===== config.mk =====
export PLATFORM = sky130hd
export DESIGN_NAME = lcd_spi_arbiter
export DESIGN_NICKNAME = d
export VERILOG_FILES = /design/src/rtl/lcd_pkg.sv /design/src/rtl/lcd_spi_arbiter_rr_pick.sv /design/src/rtl/lcd_spi_arbiter.sv
export SDC_FILE = /design/constraint.sdc
export NUM_CORES = 1
export LEC_CHECK = 0
export BUFFER_PORTS_ARGS = -buffer_cell sky130_fd_sc_hd__buf_2
export CAP_MARGIN = 40
export CORE_ASPECT_RATIO = 0.7
export CORE_MARGIN = 2
export CORE_UTILIZATION = 30
export CTS_CLUSTER_DIAMETER = 80
export CTS_CLUSTER_SIZE = 8
export DETAILED_ROUTE_END_ITERATION = 16
export PLACE_DENSITY = 0.46
export SLEW_MARGIN = 0
export SYNTH_ARGS = -nofsm -noshare
export SYNTH_HDL_FRONTEND = slang
export SYNTH_SLANG_ARGS = --single-unit

===== constraint.sdc =====
create_clock -name sys_clk -period 2.1 [get_ports sys_clk]
set_input_delay 0.42 -clock sys_clk [delete_from_list [all_inputs] [get_ports sys_clk]]
set_output_delay 0.42 -clock sys_clk [all_outputs]
set_load 0.02 [all_outputs]

===== src/rtl/lcd_pkg.sv =====
// -----------------------------------------------------------------------------
// lcd_pkg
// Shared constants for the LCD SPI path: word layout of the {dc,byte} words
// handed to lcd_write, arbiter FSM state encodings and watchdog width.
// -----------------------------------------------------------------------------
package lcd_pkg;

  // Word layout: bit 8 selects command (0) or data (1), bits 7:0 carry the byte.
  localparam int LCD_DW = 9;
  localparam int DC_BIT = 8;

  typedef logic [LCD_DW-1:0] lcd_word_t;

  // Watchdog counter width; TIMEOUT must fit in this many bits.
  localparam int WDOG_W = 16;

  // Arbiter FSM encodings, kept as plain constants so legacy code can match them.
  localparam logic [1:0] ST_IDLE = 2'd0;
  localparam logic [1:0] ST_OWN  = 2'd1;
  localparam logic [1:0] ST_XFER = 2'd2;

endpackage : lcd_pkg


===== src/rtl/lcd_spi_arbiter_rr_pick.sv =====
// -----------------------------------------------------------------------------
// rr_pick
// Combinational winner selection for lcd_spi_arbiter.
// Requester 0 has fixed top priority. Otherwise the first asserted request at
// or after rr_ptr wins, searching 1..NUM_REQ-1 with wrap-around (0 is never
// part of the rotation).
//
// Ports
//   req         in   NUM_REQ  request vector
//   rr_ptr      in   IW       rotation start point, always in 1..NUM_REQ-1
//   valid       out  1        at least one request present
//   winner_idx  out  IW       index of the winner (0 when !valid)
//   winner      out  NUM_REQ  one-hot winner (0 when !valid)
// -----------------------------------------------------------------------------
module rr_pick #(
  parameter int NUM_REQ = 3,
  parameter int IW      = (NUM_REQ > 1) ? $clog2(NUM_REQ) : 1
) (
  input  logic [NUM_REQ-1:0] req,
  input  logic [IW-1:0]      rr_ptr,
  output logic               valid,
  output logic [IW-1:0]      winner_idx,
  output logic [NUM_REQ-1:0] winner
);

  logic found;
  int   idx;

  // NOTE: every output and temporary gets a default before any branch, so no
  // path through the block leaves a value unassigned and no latch is inferred.
  always_comb begin
    valid      = |req;
    winner_idx = '0;
    winner     = '0;
    found      = 1'b0;
    idx        = 0;

    if (req[0]) begin
      winner[0] = 1'b1;
      found     = 1'b1;
    end else begin
      // Walk the rotation starting at rr_ptr; the first hit wins.
      for (int k = 0; k < NUM_REQ - 1; k++) begin
        idx = 1 + ((int'(rr_ptr) - 1 + k) % (NUM_REQ - 1));
        for (int i = 1; i < NUM_REQ; i++) begin
          if (!found && (i == idx) && req[i]) begin
            found      = 1'b1;
            winner[i]  = 1'b1;
            winner_idx = IW'(i);
          end
        end
      end
    end
  end

endmodule : rr_pick


===== src/rtl/lcd_spi_arbiter.sv =====
// -----------------------------------------------------------------------------
// lcd_spi_arbiter
// Shares the single lcd_write SPI byte engine between NUM_REQ requesters.
// Requester 0 (lcd_init) has fixed priority, the rest rotate round-robin.
// An owner may hold the bus across several words with lock (burst). A
// watchdog releases an owner that sits in OWN or XFER for TIMEOUT cycles.
//
// Ports
//   sys_clk      in   1            system clock
//   sys_rst_n    in   1            async active-low reset
//   req          in   NUM_REQ      bus request, level
//   lock         in   NUM_REQ      keep ownership after the current word
//   wr_en_in     in   NUM_REQ      1-cycle strobe, data_in[i] valid
//   data_in      in   NUM_REQ*DW   requester i word at [i*DW +: DW]
//   wr_done      in   1            1-cycle pulse from lcd_write, word sent
//   grant        out  NUM_REQ      one-hot owner, registered
//   wr_done_out  out  NUM_REQ      wr_done routed to the owner
//   spi_data     out  DW           word to lcd_write, registered
//   en_write     out  1            1-cycle start pulse to lcd_write
//   busy         out  1            FSM not in IDLE
//   timeout_err  out  1            1-cycle pulse on watchdog release
// -----------------------------------------------------------------------------
module lcd_spi_arbiter
  import lcd_pkg::*;
#(
  parameter int NUM_REQ = 3,
  parameter int DW      = LCD_DW,
  parameter int TIMEOUT = 65535
) (
  input  logic                  sys_clk,
  input  logic                  sys_rst_n,
  input  logic [NUM_REQ-1:0]    req,
  input  logic [NUM_REQ-1:0]    lock,
  input  logic [NUM_REQ-1:0]    wr_en_in,
  input  logic [NUM_REQ*DW-1:0] data_in,
  input  logic                  wr_done,
  output logic [NUM_REQ-1:0]    grant,
  output logic [NUM_REQ-1:0]    wr_done_out,
  output logic [DW-1:0]         spi_data,
  output logic                  en_write,
  output logic                  busy,
  output logic                  timeout_err
);

  localparam int IW = (NUM_REQ > 1) ? $clog2(NUM_REQ) : 1;

  // The last cycle count allowed in a state; reaching it forces release.
  localparam logic [WDOG_W-1:0] WDOG_LAST = WDOG_W'(TIMEOUT - 1);

  logic [1:0]         state_q,       state_d;
  logic [NUM_REQ-1:0] grant_q,       grant_d;
  logic [NUM_REQ-1:0] wr_done_out_q, wr_done_out_d;
  logic [IW-1:0]      rr_ptr_q,      rr_ptr_d;
  logic [DW-1:0]      spi_data_q,    spi_data_d;
  logic               en_write_q,    en_write_d;
  logic               timeout_err_q, timeout_err_d;
  logic [WDOG_W-1:0]  wdog_q,        wdog_d;

  logic               pick_valid;
  logic [IW-1:0]      pick_idx;
  logic [NUM_REQ-1:0] pick_onehot;

  logic               owner_wr;
  logic               owner_req;
  logic               owner_lock;
  logic [DW-1:0]      owner_word;
  logic               wdog_expired;

  rr_pick #(
    .NUM_REQ (NUM_REQ),
    .IW      (IW)
  ) u_rr_pick (
    .req        (req),
    .rr_ptr     (rr_ptr_q),
    .valid      (pick_valid),
    .winner_idx (pick_idx),
    .winner     (pick_onehot)
  );

  // Select the owner's inputs through the one-hot grant; with no owner all
  // of these read as zero.
  always_comb begin
    owner_wr   = 1'b0;
    owner_req  = 1'b0;
    owner_lock = 1'b0;
    owner_word = '0;
    for (int i = 0; i < NUM_REQ; i++) begin
      if (grant_q[i]) begin
        owner_wr   = wr_en_in[i];
        owner_req  = req[i];
        owner_lock = lock[i];
        owner_word = data_in[i*DW +: DW];
      end
    end
  end

  assign wdog_expired = (wdog_q == WDOG_LAST);

  always_comb begin
    state_d       = state_q;
    grant_d       = grant_q;
    rr_ptr_d      = rr_ptr_q;
    spi_data_d    = spi_data_q;
    en_write_d    = 1'b0;
    wr_done_out_d = '0;
    timeout_err_d = 1'b0;

    case (state_q)
      ST_IDLE: begin
        // Owner strobes arriving here are dropped: nobody owns the bus yet.
        if (pick_valid) begin
          state_d = ST_OWN;
          grant_d = pick_onehot;
          if (pick_idx != '0) begin
            rr_ptr_d = (pick_idx == IW'(NUM_REQ - 1)) ? IW'(1) : pick_idx + IW'(1);
          end
        end
      end

      ST_OWN: begin
        if (owner_wr) begin
          spi_data_d = owner_word;
          en_write_d = 1'b1;
          state_d    = ST_XFER;
        end else if (!owner_req) begin
          grant_d = '0;
          state_d = ST_IDLE;
        end else if (wdog_expired) begin
          grant_d       = '0;
          timeout_err_d = 1'b1;
          state_d       = ST_IDLE;
        end
      end

      ST_XFER: begin
        // A completion in the same cycle the watchdog expires still counts.
        if (wr_done) begin
          wr_done_out_d = grant_q;
          if (owner_lock) begin
            state_d = ST_OWN;
          end else begin
            grant_d = '0;
            state_d = ST_IDLE;
          end
        end else if (wdog_expired) begin
          grant_d       = '0;
          timeout_err_d = 1'b1;
          state_d       = ST_IDLE;
        end
      end

      default: begin
        grant_d = '0;
        state_d = ST_IDLE;
      end
    endcase

    // Watchdog measures time spent in the current OWN/XFER visit only.
    if ((state_q == ST_IDLE) || (state_d != state_q)) begin
      wdog_d = '0;
    end else begin
      wdog_d = wdog_q + WDOG_W'(1);
    end
  end

  // NOTE: state registers use non-blocking assignments so every flop samples
  // the pre-edge values, independent of statement order.
  always_ff @(posedge sys_clk or negedge sys_rst_n) begin
    if (!sys_rst_n) begin
      state_q       <= ST_IDLE;
      grant_q       <= '0;
      wr_done_out_q <= '0;
      rr_ptr_q      <= IW'(1);
      spi_data_q    <= '0;
      en_write_q    <= 1'b0;
      timeout_err_q <= 1'b0;
      wdog_q        <= '0;
    end else begin
      state_q       <= state_d;
      grant_q       <= grant_d;
      wr_done_out_q <= wr_done_out_d;
      rr_ptr_q      <= rr_ptr_d;
      spi_data_q    <= spi_data_d;
      en_write_q    <= en_write_d;
      timeout_err_q <= timeout_err_d;
      wdog_q        <= wdog_d;
    end
  end

  assign grant       = grant_q;
  assign wr_done_out = wr_done_out_q;
  assign spi_data    = spi_data_q;
  assign en_write    = en_write_q;
  assign timeout_err = timeout_err_q;
  assign busy        = (state_q != ST_IDLE);

endmodule : lcd_spi_arbiter

**Yosys cells after proc, flatten, opt, wreduce, memory -nomap -nowiden**

Index checks and enable logic that the tools add are counted.

- Reduce and logical (&&, ||, !) cells: 18
- Multiplexer cells: 53
- Equal/unequal tests: 12
- Bitwise logic cells: 2
- Add/subtract/negate cells: 6

Operator list:

| kind | number |
|---|---|
| 2-bit by 32-bit equality test with 1-bit output, first input constant | 2 |
| 3-bit by 32-bit equality test with 1-bit output, first input constant | 2 |
| 32-bit by 2-bit adder with 32-bit output, second input constant | 1 |
| 1-bit 2-to-1 mux | 27 |
| 9-bit 2-to-1 mux | 3 |
| 3-bit 2-to-1 mux | 8 |
| 2-bit 2-to-1 mux | 11 |
| 16-bit by 1-bit adder with 16-bit output, second input constant | 1 |
| 16-bit equality test, second input constant | 1 |
| 16-bit 2-to-1 mux | 1 |
| 3-bit case mux with 3 select lines | 1 |
| 1-bit logical AND | 7 |
| 2-bit by 2-bit adder with 3-bit output, first input constant | 2 |
| 2-bit case mux with 3 select lines | 1 |
| 3-bit AND reduction | 2 |
| 2-bit equality test, second input constant | 2 |
| 2-bit inequality test, second input constant | 2 |
| 2-bit nonzero test | 2 |
| 1-bit zero test | 3 |
| 3-bit inequality test, second input constant | 1 |
| 3-bit OR reduction | 1 |
| 2-bit by 1-bit subtractor with 3-bit output, second input constant | 1 |
| 2-bit by 1-bit adder with 2-bit output, second input constant | 1 |
| 1-bit bitwise AND | 2 |
| 6 further kinds | 6 |

- Word-level logic and storage cells: 99
- Bits in registers: 37
- Input port bits: 39

**Logic depth before layout (Yosys ltp)**

Gate-level depths: netlist of the first run.

- Depth in word-level cells: 24
- Depth in mapped cells: 8
- Depth with buffers taken out: 7

**Hierarchy**

From an unflattened synthesis of the first run, not the netlist that was laid out.

- Cells, all modules: 212
- Area total of the unflattened synthesis: 2134.5 um^2

By module, submodules not included:

| module | instances | area each (um^2) | cells an instance |
|---|---|---|---|
| lcd_spi_arbiter | 1 | 2060.7 | 202 |
| rr_pick | 1 | 73.8 | 10 |

**Worst setup path before layout of the first run**

OpenSTA, ideal clock, no wires.

- Path type: flip-flop to flip-flop
- Start: register grant_q[1], in the netlist grant[1]
- End: register wdog_q[2]
- Setup time: 0.117 ns
- Buffers on the path: 2
- Arrival time: 1.700 ns
- Setup slack: 0.282 ns
- Period minus slack after synthesis: 1.818 ns
- Cell stages (with the launch flop): 8
- Data required time: 1.983 ns
- Path through: dfrtp_1 -> buf_6 -> nand3b_1 -> a221o_1 -> o311a_1 -> buf_2 -> nand2_1 -> nor2_2

- Longest elaborated chain between the ends: 8
- Elaborated cells between the ends (all ways): 14
- Those cells by class: eq/ne (1); mux (12); reduce/logical (1)

Ends and longest elaborated chain:

| item | line | RTL |
|---|---|---|
| from (decl) | lcd_spi_arbiter.sv:51 | `logic [NUM_REQ-1:0] grant_q, grant_d;` |
| from (signal assigned) | lcd_spi_arbiter.sv:180 | `grant_q <= grant_d;` |
| 1-bit 2-to-1 mux (2 in series) | lcd_spi_arbiter.sv:88 | `if (grant_q[i]) begin` |
| 1-bit 2-to-1 mux / 2-bit 2-to-1 mux (equally long branches) | lcd_spi_arbiter.sv:139, lcd_spi_arbiter.sv:125 |  |
| 2-bit 2-to-1 mux, on equally long branches | lcd_spi_arbiter.sv:137, lcd_spi_arbiter.sv:121 |  |
| 2-bit case mux with 3 select lines * | lcd_spi_arbiter.sv:108 | `case (state_q)` |
| 2-bit inequality test * | lcd_spi_arbiter.sv:159 | `if ((state_q == ST_IDLE) \|\| (state_d != state_q)) begin` |
| 1-bit logical OR * | lcd_spi_arbiter.sv:159 |  |
| 16-bit 2-to-1 mux * | lcd_spi_arbiter.sv:159 |  |
| via wdog_d[2] | lcd_spi_arbiter.sv:57 | `logic [WDOG_W-1:0] wdog_q, wdog_d;` |
| to (signal assigned) | lcd_spi_arbiter.sv:186 | `wdog_q <= wdog_d;` |
| to (decl) | lcd_spi_arbiter.sv:57 |  |

The timed path passes the listed nets; every way through them passes the cells marked *.
A chain may end at the register's enable or synchronous reset.

**Worst setup path after layout of the first run**

- Start: register state_q[1]
- End: output port busy

- Longest elaborated chain between the ends: 1

Ends and longest elaborated chain:

| item | line | RTL |
|---|---|---|
| from (decl) | lcd_spi_arbiter.sv:50 | `logic [1:0] state_q, state_d;` |
| from (signal assigned) | lcd_spi_arbiter.sv:179 | `state_q <= state_d;` |
| 2-bit nonzero test | lcd_spi_arbiter.sv:195 | `assign busy = (state_q != ST_IDLE);` |
| to (decl) | lcd_spi_arbiter.sv:41 | `output logic busy,` |

Every way passes these cells.

==> results.sh, run 1 <==
export IMPL_status="complete, no violations"
export IMPL_startpoint_type="flop"
export IMPL_synth_async_reset_ratio_pct=100
export IMPL_hold_violations=0
export IMPL_met3_wirelength_um=248
export IMPL_cts_path_max_buffers=2
export IMPL_clkPwrFrac_pct=16.4
export IMPL_gp_congestion=0.812
export IMPL_arrival_ns=1.56
export IMPL_routed_wl_um=5390
export IMPL_yosys_mux_area_fraction_pct=0
export IMPL_ant_nets=0
export IMPL_gr_usage_all_layers_pct=14.1
export IMPL_total_power_mw=3.13
export IMPL_peakVddDrop_v=0.000635
export IMPL_grt_ovfl_total=0
export IMPL_crit_top_cell="inv_1"
export IMPL_synth_common_cells="36 x dfrtp_1, 28 x nand2_1, 18 x o21ai_0, 11 x inv_1"
export IMPL_cp_num_buf_inv=4
export IMPL_top_layer="met4"
export IMPL_clk_pin_slew_ns=0.07
export IMPL_ios=57
export IMPL_swShare_pct=42.4
export IMPL_syn2layout_area_growth_pct=24.5
export IMPL_wl_met2_um=2130
export IMPL_setup_violations=0
export IMPL_clk_latency_ns=0.29
export IMPL_initial_core_util_pct=31.3
export IMPL_post_cts_buffers=0
export IMPL_leakage_nw=1.28
export IMPL_slew_viol_final=0
export IMPL_synth_most_common_cell="dfrtp_1"
export IMPL_syn_area_sq_um=2130
export IMPL_crit_fanout=6
export IMPL_ys_top_cells_by_area="dfrtp_1 42%, nand2_1 4.9%, a221o_1 4.7%, o21ai_0 4.2%, xnor2_1 4.1%"
export IMPL_synth_nets=267
export IMPL_fmax_ghz=0.504
export IMPL_die_width_um=105
export IMPL_synthAdderAreaFrac_pct=3.52
export IMPL_dr_first_iter_drc_count=97
export IMPL_netlist_instances=222
export IMPL_first_global_vias=1682
export IMPL_viasPerCell=4.81
export IMPL_cts_tree="done"
export IMPL_yosys_area_share_simple_pct=24.6
export IMPL_critPathKind="flop to primary output"
export IMPL_fin_crit_sh_pct=94.5
export IMPL_drcViolationCount=0
export IMPL_p_seq_share_pct=32.7
export IMPL_crit_family="buffers and inverters"
export IMPL_fin_hold_ws_ns=0.184
export IMPL_wire_per_inst_um=14.2
export IMPL_ys_types=47
export IMPL_antenna_found_initial=0
export IMPL_power_switching_mw=1.33
export IMPL_synth_top_family_by_area="simple AND/OR/NAND/NOR gates"
export IMPL_power_internal_mw=1.80
export IMPL_cts_buffers=5
export IMPL_syn_mean_instance_area_sq_um=9.60
export IMPL_wirelength_met1_um=2960
export IMPL_drv_cap=0
export IMPL_root_buffer="clkbuf_8"
export IMPL_critPathSlowestCell="dfrtp_1"
export IMPL_rows=25
export IMPL_synthXorXnorAreaFrac_pct=5.75
export IMPL_synth_compound_area_share_pct=18.1
export IMPL_yosysTopAreaCellShare_pct=42.3
export IMPL_grt_pass1_wl_um=8690
export IMPL_required_ns=1.68
export IMPL_drive_gt1_share_pct=32.3
export IMPL_die_height_um=74.5
export IMPL_ctsResizeCount=0
export IMPL_port_buffers=56
export IMPL_design_core_area_sq_um=6820
export IMPL_hold_path_class="input pin to async pin"
export IMPL_grt_max_degree=38
export IMPL_period_minus_slack_ns=1.98
export IMPL_crit_chain="inv_1, ha_1, buf_4, inv_1, buf_2"
export IMPL_p_per_area_nw_per_um2=1180
export IMPL_placed_area_sq_um=2550
export IMPL_clock_sinks=37
export IMPL_tightest_slew_ns=0.697
export IMPL_yosys_warnings=0
export IMPL_clock_skew_ns=0.00741
export IMPL_synth_edf_count=0
export IMPL_ys_flop_type="dfrtp_1"
export IMPL_fin_setup_tns_ns=0
export IMPL_slowest_delay_ns=0.45
export IMPL_seq_area_frac_synth_pct=43.5
export IMPL_cp_end_kind="primary output"
export IMPL_synth_seq_cells=37
export IMPL_first_pass_iters=4
export IMPL_hpwl_um=4050
export IMPL_final_nets=329
export IMPL_dieArea_sq_um=7810
export IMPL_rsz0062_at_grt="false"
export IMPL_hold_buffers=0
export IMPL_slew_headroom_pct=53.5
export IMPL_h_tree_depth=2
export IMPL_vias=1823
export IMPL_diodes=0
export IMPL_p_comb_share_pct=50.9
export IMPL_final_design_area_no_fill_sq_um=2660
export IMPL_synth_area_leader_cell="dfrtp_1"
flip-flops by register name, summed over array words and instances (netlist names):
| register | count |
|---|---|
| wdog_q | 16 |
| en_write | 1 |
| rr_ptr_q | 2 |
| grant | 3 |
| wr_done_out | 3 |
| state_q | 2 |
| timeout_err | 1 |
| spi_data | 9 |
per-layer routing:
| metal | global-route usage [%] | up-vias |
|---|---|---|
| met5 | 0 | - |
| met2 | 19.3 | 46 |
| met4 | 4.00 | 0 |
| met1 | 21.9 | 848 |
| met3 | 3.33 | 5 |
| li1 | - | 924 |
layout by cell type, fill, tap and decap left out, types with 6 or more instances in the layout:
| cell | count |
|---|---|
| inv_1 | 11 |
| o21ai_0 | 18 |
| nor2_2 | 10 |
| nor2_1 | 8 |
| a221o_1 | 10 |
| xnor2_1 | 10 |
| buf_4 | 8 |
| nand2_1 | 28 |
| buf_2 | 56 |
| clkbuf_8 | 6 |
| ha_1 | 6 |
| nand3_1 | 9 |
| dfrtp_1 | 36 |
cell families after synthesis:
group                    after synthesis
flip-flops                            37
AND/OR/NAND/NOR                       91
adder cells (fa/ha/maj)                6
AO/OA/AOI/OAI                         53
buffers and inverters                 21
XOR/XNOR                              14
worst reg2reg max path, stage by stage, from the launching register on:
cell and delay, ns:
dfrtp_1 0.45, inv_1 0.15, ha_1 0.22, o221ai_1 0.22
a21oi_2 0.30, o22ai_2 0.12, buf_12 0.18, nor3b_1 0.21
worst paths after layout:
path | from | to | slack (ns) | depth (start not counted)
max in group asynchronous | sys_rst_n | rr_ptr_q[0]$_DFFE_PN1P_ | 1.56 | 2
min in group sys_clk | wr_done | wr_done_out[2]$_DFF_PN0_ | 0.40 | 3
hold reg to reg | spi_data[7]$_DFFE_PN0P_ | spi_data[7]$_DFFE_PN0P_ | 0.48 | 2
setup / recovery | state_q[1]$_DFF_PN0_ | busy | 0.12 | 5
hold / removal | sys_rst_n | wdog_q[0]$_DFF_PN0_ | 0.18 | 2
setup reg to reg | state_q[1]$_DFF_PN0_ | wdog_q[14]$_DFF_PN0_ | 0.16 | 7
area by class of cell:
class / count / area [sq um]
fill: 730 / 4160
multi-input combinational: 164 / 1120
sequential: 37 / 927
timing repair buffer: 65 / 360
tap: 94 / 118
clock buffer: 8 / 90.1
inverter: 11 / 41.3
through the flow:
stage               setup slack (ns)  std cells  util, %
floorplan                      0.282        222        -
global placement              0.0799        371     37.5
detailed placement            0.0898        371     37.5
CTS                           0.0704        379     38.8
global route                  0.0130        379     38.9
finish                         0.116        379     38.9
power by group through the flow:
| stage | Clock (mW) | Sequential, mW | Combinational (mW) |
|---|---|---|---|
| after floorplan | 0 | 1.15 | 0.953 |
| after detailed placement | 0 | 1.04 | 1.59 |
| after global routing | 0.568 | 1.05 | 1.75 |
| final | 0.512 | 1.02 | 1.59 |
| after CTS | 0.539 | 1.02 | 1.60 |
| after global placement | 0 | 1.04 | 1.60 |
No activity file was read; power rests on OpenSTA's default activity.
==> inputs of run 2 (changes only) <==
--- a/config.mk
+++ b/config.mk
@@ -9,11 +9,11 @@
 export CAP_MARGIN = 40
 export CORE_ASPECT_RATIO = 0.7
 export CORE_MARGIN = 2
-export CORE_UTILIZATION = 30
+export CORE_UTILIZATION = 35
 export CTS_CLUSTER_DIAMETER = 80
 export CTS_CLUSTER_SIZE = 8
 export DETAILED_ROUTE_END_ITERATION = 16
-export PLACE_DENSITY = 0.46
+export PLACE_DENSITY = 0.53
 export SLEW_MARGIN = 0
 export SYNTH_ARGS = -nofsm -noshare
 export SYNTH_HDL_FRONTEND = slang
==> results.sh, run 2 (synthesized netlist as in run 1, its figures left out) <==
export IMPL_status="complete, no violations"
export IMPL_peakVddDrop_v=0.000547
export IMPL_diodes=0
export IMPL_slew_headroom_pct=56.8
export IMPL_wire_per_inst_um=14.6
export IMPL_top_register="wdog_q"
export IMPL_fmax_ghz=0.517
export IMPL_dieArea_sq_um=6740
export IMPL_clock_sinks=37
export IMPL_total_power_mw=3.09
export IMPL_vias=1844
export IMPL_initial_core_util_pct=36.7
export IMPL_design_core_area_sq_um=5810
export IMPL_grt_pass1_wl_um=8580
export IMPL_crit_chain="ha_1, nand2_1, a221o_1, o2111ai_1, o22ai_2, buf_4, nor3b_1"
export IMPL_clk_latency_ns=0.29
export IMPL_first_global_vias=1691
export IMPL_p_per_area_nw_per_um2=1170
export IMPL_root_buffer="clkbuf_8"
export IMPL_drive_gt1_share_pct=32.7
export IMPL_hold_violations=0
export IMPL_r2r_start="state_q[1]$_DFF_PN0_"
export IMPL_routed_wl_um=5230
export IMPL_die_height_um=69.3
export IMPL_period_minus_slack_ns=1.93
export IMPL_gr_usage_all_layers_pct=15.9
export IMPL_gp_congestion=0.817
export IMPL_worst_r2r_cell_count=7
export IMPL_leakage_nw=1.28
export IMPL_utilization_pct=45.4
export IMPL_hold_path_class="input pin to async pin"
export IMPL_final_nets=328
export IMPL_grt_ovfl_total=0
export IMPL_crit_fanout=16
export IMPL_port_buffers=56
export IMPL_drcViolationCount=0
export IMPL_critPathSlowestCell="dfrtp_1"
export IMPL_pre_cts_slack_ns=0.137
export IMPL_arrival_ns=2.13
export IMPL_largest_reg_flops=16
export IMPL_required_ns=2.30
export IMPL_cts_path_max_buffers=2
export IMPL_first_pass_iters=4
export IMPL_syn2layout_area_growth_pct=23.8
export IMPL_final_cell_mix="56 x buf_2, 36 x dfrtp_1, 28 x nand2_1"
export IMPL_hpwl_um=3900
export IMPL_h_tree_depth=2
export IMPL_fin_setup_tns_ns=0
export IMPL_cts_buffers=5
export IMPL_cp_end_kind="flop"
export IMPL_final_common_cell="buf_2"
export IMPL_final_cells=359
export IMPL_placed_area_sq_um=2520
export IMPL_dr_first_iter_drc_count=112
export IMPL_cts_tree="done"
export IMPL_clock_skew_ns=0.00498
export IMPL_slowest_delay_ns=0.45
export IMPL_startpoint="state_q[1]$_DFF_PN0_"
export IMPL_rows=23
export IMPL_dpl_cell_count=351
export IMPL_ant_nets=0
export IMPL_hold_buffers=0
export IMPL_fin_hold_ws_ns=0.0738
export IMPL_final_design_area_no_fill_sq_um=2640
export IMPL_critPathKind="flop to flop"
export IMPL_grt_max_degree=38
export IMPL_antenna_found_initial=0
export IMPL_startpoint_type="flop"
export IMPL_slew_viol_final=0
export IMPL_viasPerCell=5.14
export IMPL_tightest_slew_ns=0.646
export IMPL_setup_ws_ns=0.166
export IMPL_die_width_um=97.3
export IMPL_ios=57
export IMPL_setup_violations=0
export IMPL_drv_cap=0
export IMPL_clk_pin_slew_ns=0.07
export IMPL_fin_crit_sh_pct=92.1
run 2: routing by layer:
layer / up-vias / global-route usage [%] / share of wire [%]
li1: 917 / - / -
met1: 873 / 24.0 / 51
met2: 49 / 22.0 / 42
met3: 5 / 4.13 / 5.8
met4: 0 / 5.56 / 1.3
met5: - / 0 / 0
run 2: final timing paths:
| kind | end | slack, ns |
|---|---|---|
| hold / removal | wdog_q[6]$_DFF_PN0_ | 0.07 |
| max in group asynchronous | rr_ptr_q[0]$_DFFE_PN1P_ | 1.76 |
| setup reg to reg | wdog_q[13]$_DFF_PN0_ | 0.17 |
| min in group sys_clk | wr_done_out[2]$_DFF_PN0_ | 0.39 |
| setup / recovery | wdog_q[13]$_DFF_PN0_ | 0.17 |
| hold reg to reg | rr_ptr_q[1]$_DFFE_PN0P_ | 0.47 |
run 2: critical path: cells and delay by family, from the launching register on:
kind / cells / cell delay, ns
flip-flops: 1 / 0.45
adder cells (fa/ha/maj): 1 / 0.26
AND/OR/NAND/NOR: 2 / 0.33
AO/OA/AOI/OAI: 3 / 0.58
buffers and inverters: 1 / 0.22
run 2: cell type report:
type | count | area [sq um]
fill | 589 | 3170
multi-input combinational | 164 | 1120
sequential | 37 | 927
timing repair buffer | 64 | 353
clock buffer | 7 | 96.3
tap | 75 | 93.8
inverter | 11 | 41.3
clock inverter | 1 | 5.00
run 2: power by group:
group,switching (mW),internal [mW],leakage [nW]
combinational,0.930,0.604,0.731
sequential,0.125,0.884,0.498
clock,0.248,0.296,0.0542
run 2: repair_timing:
| action | in CTS | in global routing |
|---|---|---|
| buffers inserted | 0 | 0 |
| setup endpoints to repair | 0 | 5 |
| gates resized for setup | 0 | 3 |
==> inputs of run 3 (changes only) <==
--- a/config.mk
+++ b/config.mk
@@ -13,7 +13,7 @@
 export CTS_CLUSTER_DIAMETER = 80
 export CTS_CLUSTER_SIZE = 8
 export DETAILED_ROUTE_END_ITERATION = 16
-export PLACE_DENSITY = 0.53
+export PLACE_DENSITY = 0.68
 export SLEW_MARGIN = 0
 export SYNTH_ARGS = -nofsm -noshare
 export SYNTH_HDL_FRONTEND = slang
==> results.sh, run 3 (synthesized netlist as in run 1, its figures left out) <==
export IMPL_status="complete, no violations"
export IMPL_final_nets=330
export IMPL_grt_pass1_wl_um=9050
export IMPL_leakage_nw=1.29
export IMPL_final_cell_mix="56 x buf_2, 36 x dfrtp_1, 28 x nand2_1"
export IMPL_n_fill_cell=551
export IMPL_port_buffers=56
export IMPL_vias=1852
export IMPL_cp_end_kind="flop"
export IMPL_arrival_ns=2.20
export IMPL_period_minus_slack_ns=2.00
export IMPL_grt_use_met1_pct=23.2
export IMPL_routed_wl_um=5230
export IMPL_post_cts_buffers=0
export IMPL_hold_path_class="input pin to async pin"
export IMPL_ios=57
export IMPL_dieArea_sq_um=6740
export IMPL_clk_latency_ns=0.29
export IMPL_use_met2_pct=24.0
export IMPL_grt_ovfl_total=0
export IMPL_fin_setup_tns_ns=0
export IMPL_ctsResizeCount=0
export IMPL_final_design_area_no_fill_sq_um=2660
export IMPL_startpoint_type="flop"
export IMPL_use_met3_pct=3.73
export IMPL_required_ns=2.30
export IMPL_ant_nets=0
export IMPL_cts_tree="done"
export IMPL_diodes=0
export IMPL_r2r_setup_slack_ns=0.10
export IMPL_rows=23
export IMPL_syn2layout_area_growth_pct=24.5
export IMPL_clk_pin_slew_ns=0.08
export IMPL_final_common_cell="buf_2"
export IMPL_h_tree_depth=2
export IMPL_hpwl_um=3850
export IMPL_hold_buffers=0
export IMPL_dr_first_iter_drc_count=150
export IMPL_slew_viol_final=0
export IMPL_initial_core_util_pct=36.7
export IMPL_antenna_found_initial=0
export IMPL_setup_violations=0
export IMPL_viasPerCell=5.13
export IMPL_design_core_area_sq_um=5810
export IMPL_critPathKind="flop to flop"
export IMPL_clock_sinks=37
export IMPL_hold_violations=0
export IMPL_peakVddDrop_v=0.000380
export IMPL_crit_fanout=16
export IMPL_first_global_vias=1835
export IMPL_total_power_mw=3.22
export IMPL_grt_max_degree=26
export IMPL_drive_gt1_share_pct=33.2
export IMPL_fin_hold_ws_ns=0.117
export IMPL_p_per_area_nw_per_um2=1210
export IMPL_multi_input_area_sq_um=1120
export IMPL_cts_buffers=5
export IMPL_slew_headroom_pct=59.8
export IMPL_fin_crit_sh_pct=95.1
export IMPL_first_pass_iters=4
export IMPL_gp_congestion=0.868
export IMPL_largest_reg_flops=16
export IMPL_drcViolationCount=0
export IMPL_final_cells=361
export IMPL_grt_busiest_layer="met2"
export IMPL_top_register="wdog_q"
export IMPL_fmax_ghz=0.501
export IMPL_die_width_um=97.3
export IMPL_seqCellArea_sq_um=927
export IMPL_wire_per_inst_um=14.5
export IMPL_drv_cap=0
export IMPL_root_buffer="clkbuf_8"
export IMPL_cts_path_max_buffers=2
export IMPL_gr_usage_all_layers_pct=16.3
export IMPL_tightest_slew_ns=0.604
export IMPL_dpl_cell_count=353
export IMPL_placed_area_sq_um=2530
export IMPL_clock_skew_ns=0.0104
export IMPL_die_height_um=69.3
[run 3: cell types whose count changed in the layout (fill, tap and decap cells not counted), sizes merged]
| cell | delta |
|---|---|
| clkinv | -1 |
| bufinv | +1 |
| buf | +2 |
[run 3: worst paths after layout]
kind / start / cells past startpoint / endpoint
setup / recovery: state_q[1]$_DFF_PN0_ / 7 / wdog_q[15]$_DFF_PN0_
hold / removal: sys_rst_n / 1 / wdog_q[8]$_DFF_PN0_
setup reg to reg: state_q[1]$_DFF_PN0_ / 7 / wdog_q[15]$_DFF_PN0_
hold reg to reg: rr_ptr_q[1]$_DFFE_PN0P_ / 2 / rr_ptr_q[1]$_DFFE_PN0P_
max in group asynchronous: sys_rst_n / 2 / rr_ptr_q[0]$_DFFE_PN1P_
min in group sys_clk: wr_done / 2 / wr_done_out[0]$_DFF_PN0_
[run 3: critical path, cell delays in order, from the launching register on]
cell	delay [ns]
dfrtp_1	0.46
inv_1	0.13
ha_1	0.22
o221ai_1	0.24
nor3b_2	0.27
o22ai_2	0.11
buf_4	0.23
nor3b_1	0.25
[run 3: stage by stage]
stage,util (%),setup WS (ns)
detailed placement,43.5,0.102
global placement,43.5,0.170
global route,45.7,-0.0183
CTS,45.5,0.0901
finish,45.7,0.104
floorplan,-,0.282
[run 3: cell type report]
cell class / instances / area share [%]
sequential: 37 / 34.9
inverter: 11 / 1.56
multi-input combinational: 164 / 42.2
clock buffer: 7 / 3.25
clock inverter: 1 / 1.13
tap: 75 / 3.53
timing repair buffer: 66 / 13.4
[run 3: layer usage]
layer | part of all wire [%] | up-vias
met5 | 0 | -
met4 | 1.7 | 0
met3 | 5.4 | 6
met2 | 44 | 46
met1 | 48 | 878
li1 | - | 922
[run 3: where the power goes]
group          internal, mW  switching (mW)
Clock                 0.387           0.258
Combinational         0.615           0.954
Sequential            0.884           0.124
Total                  1.89            1.34
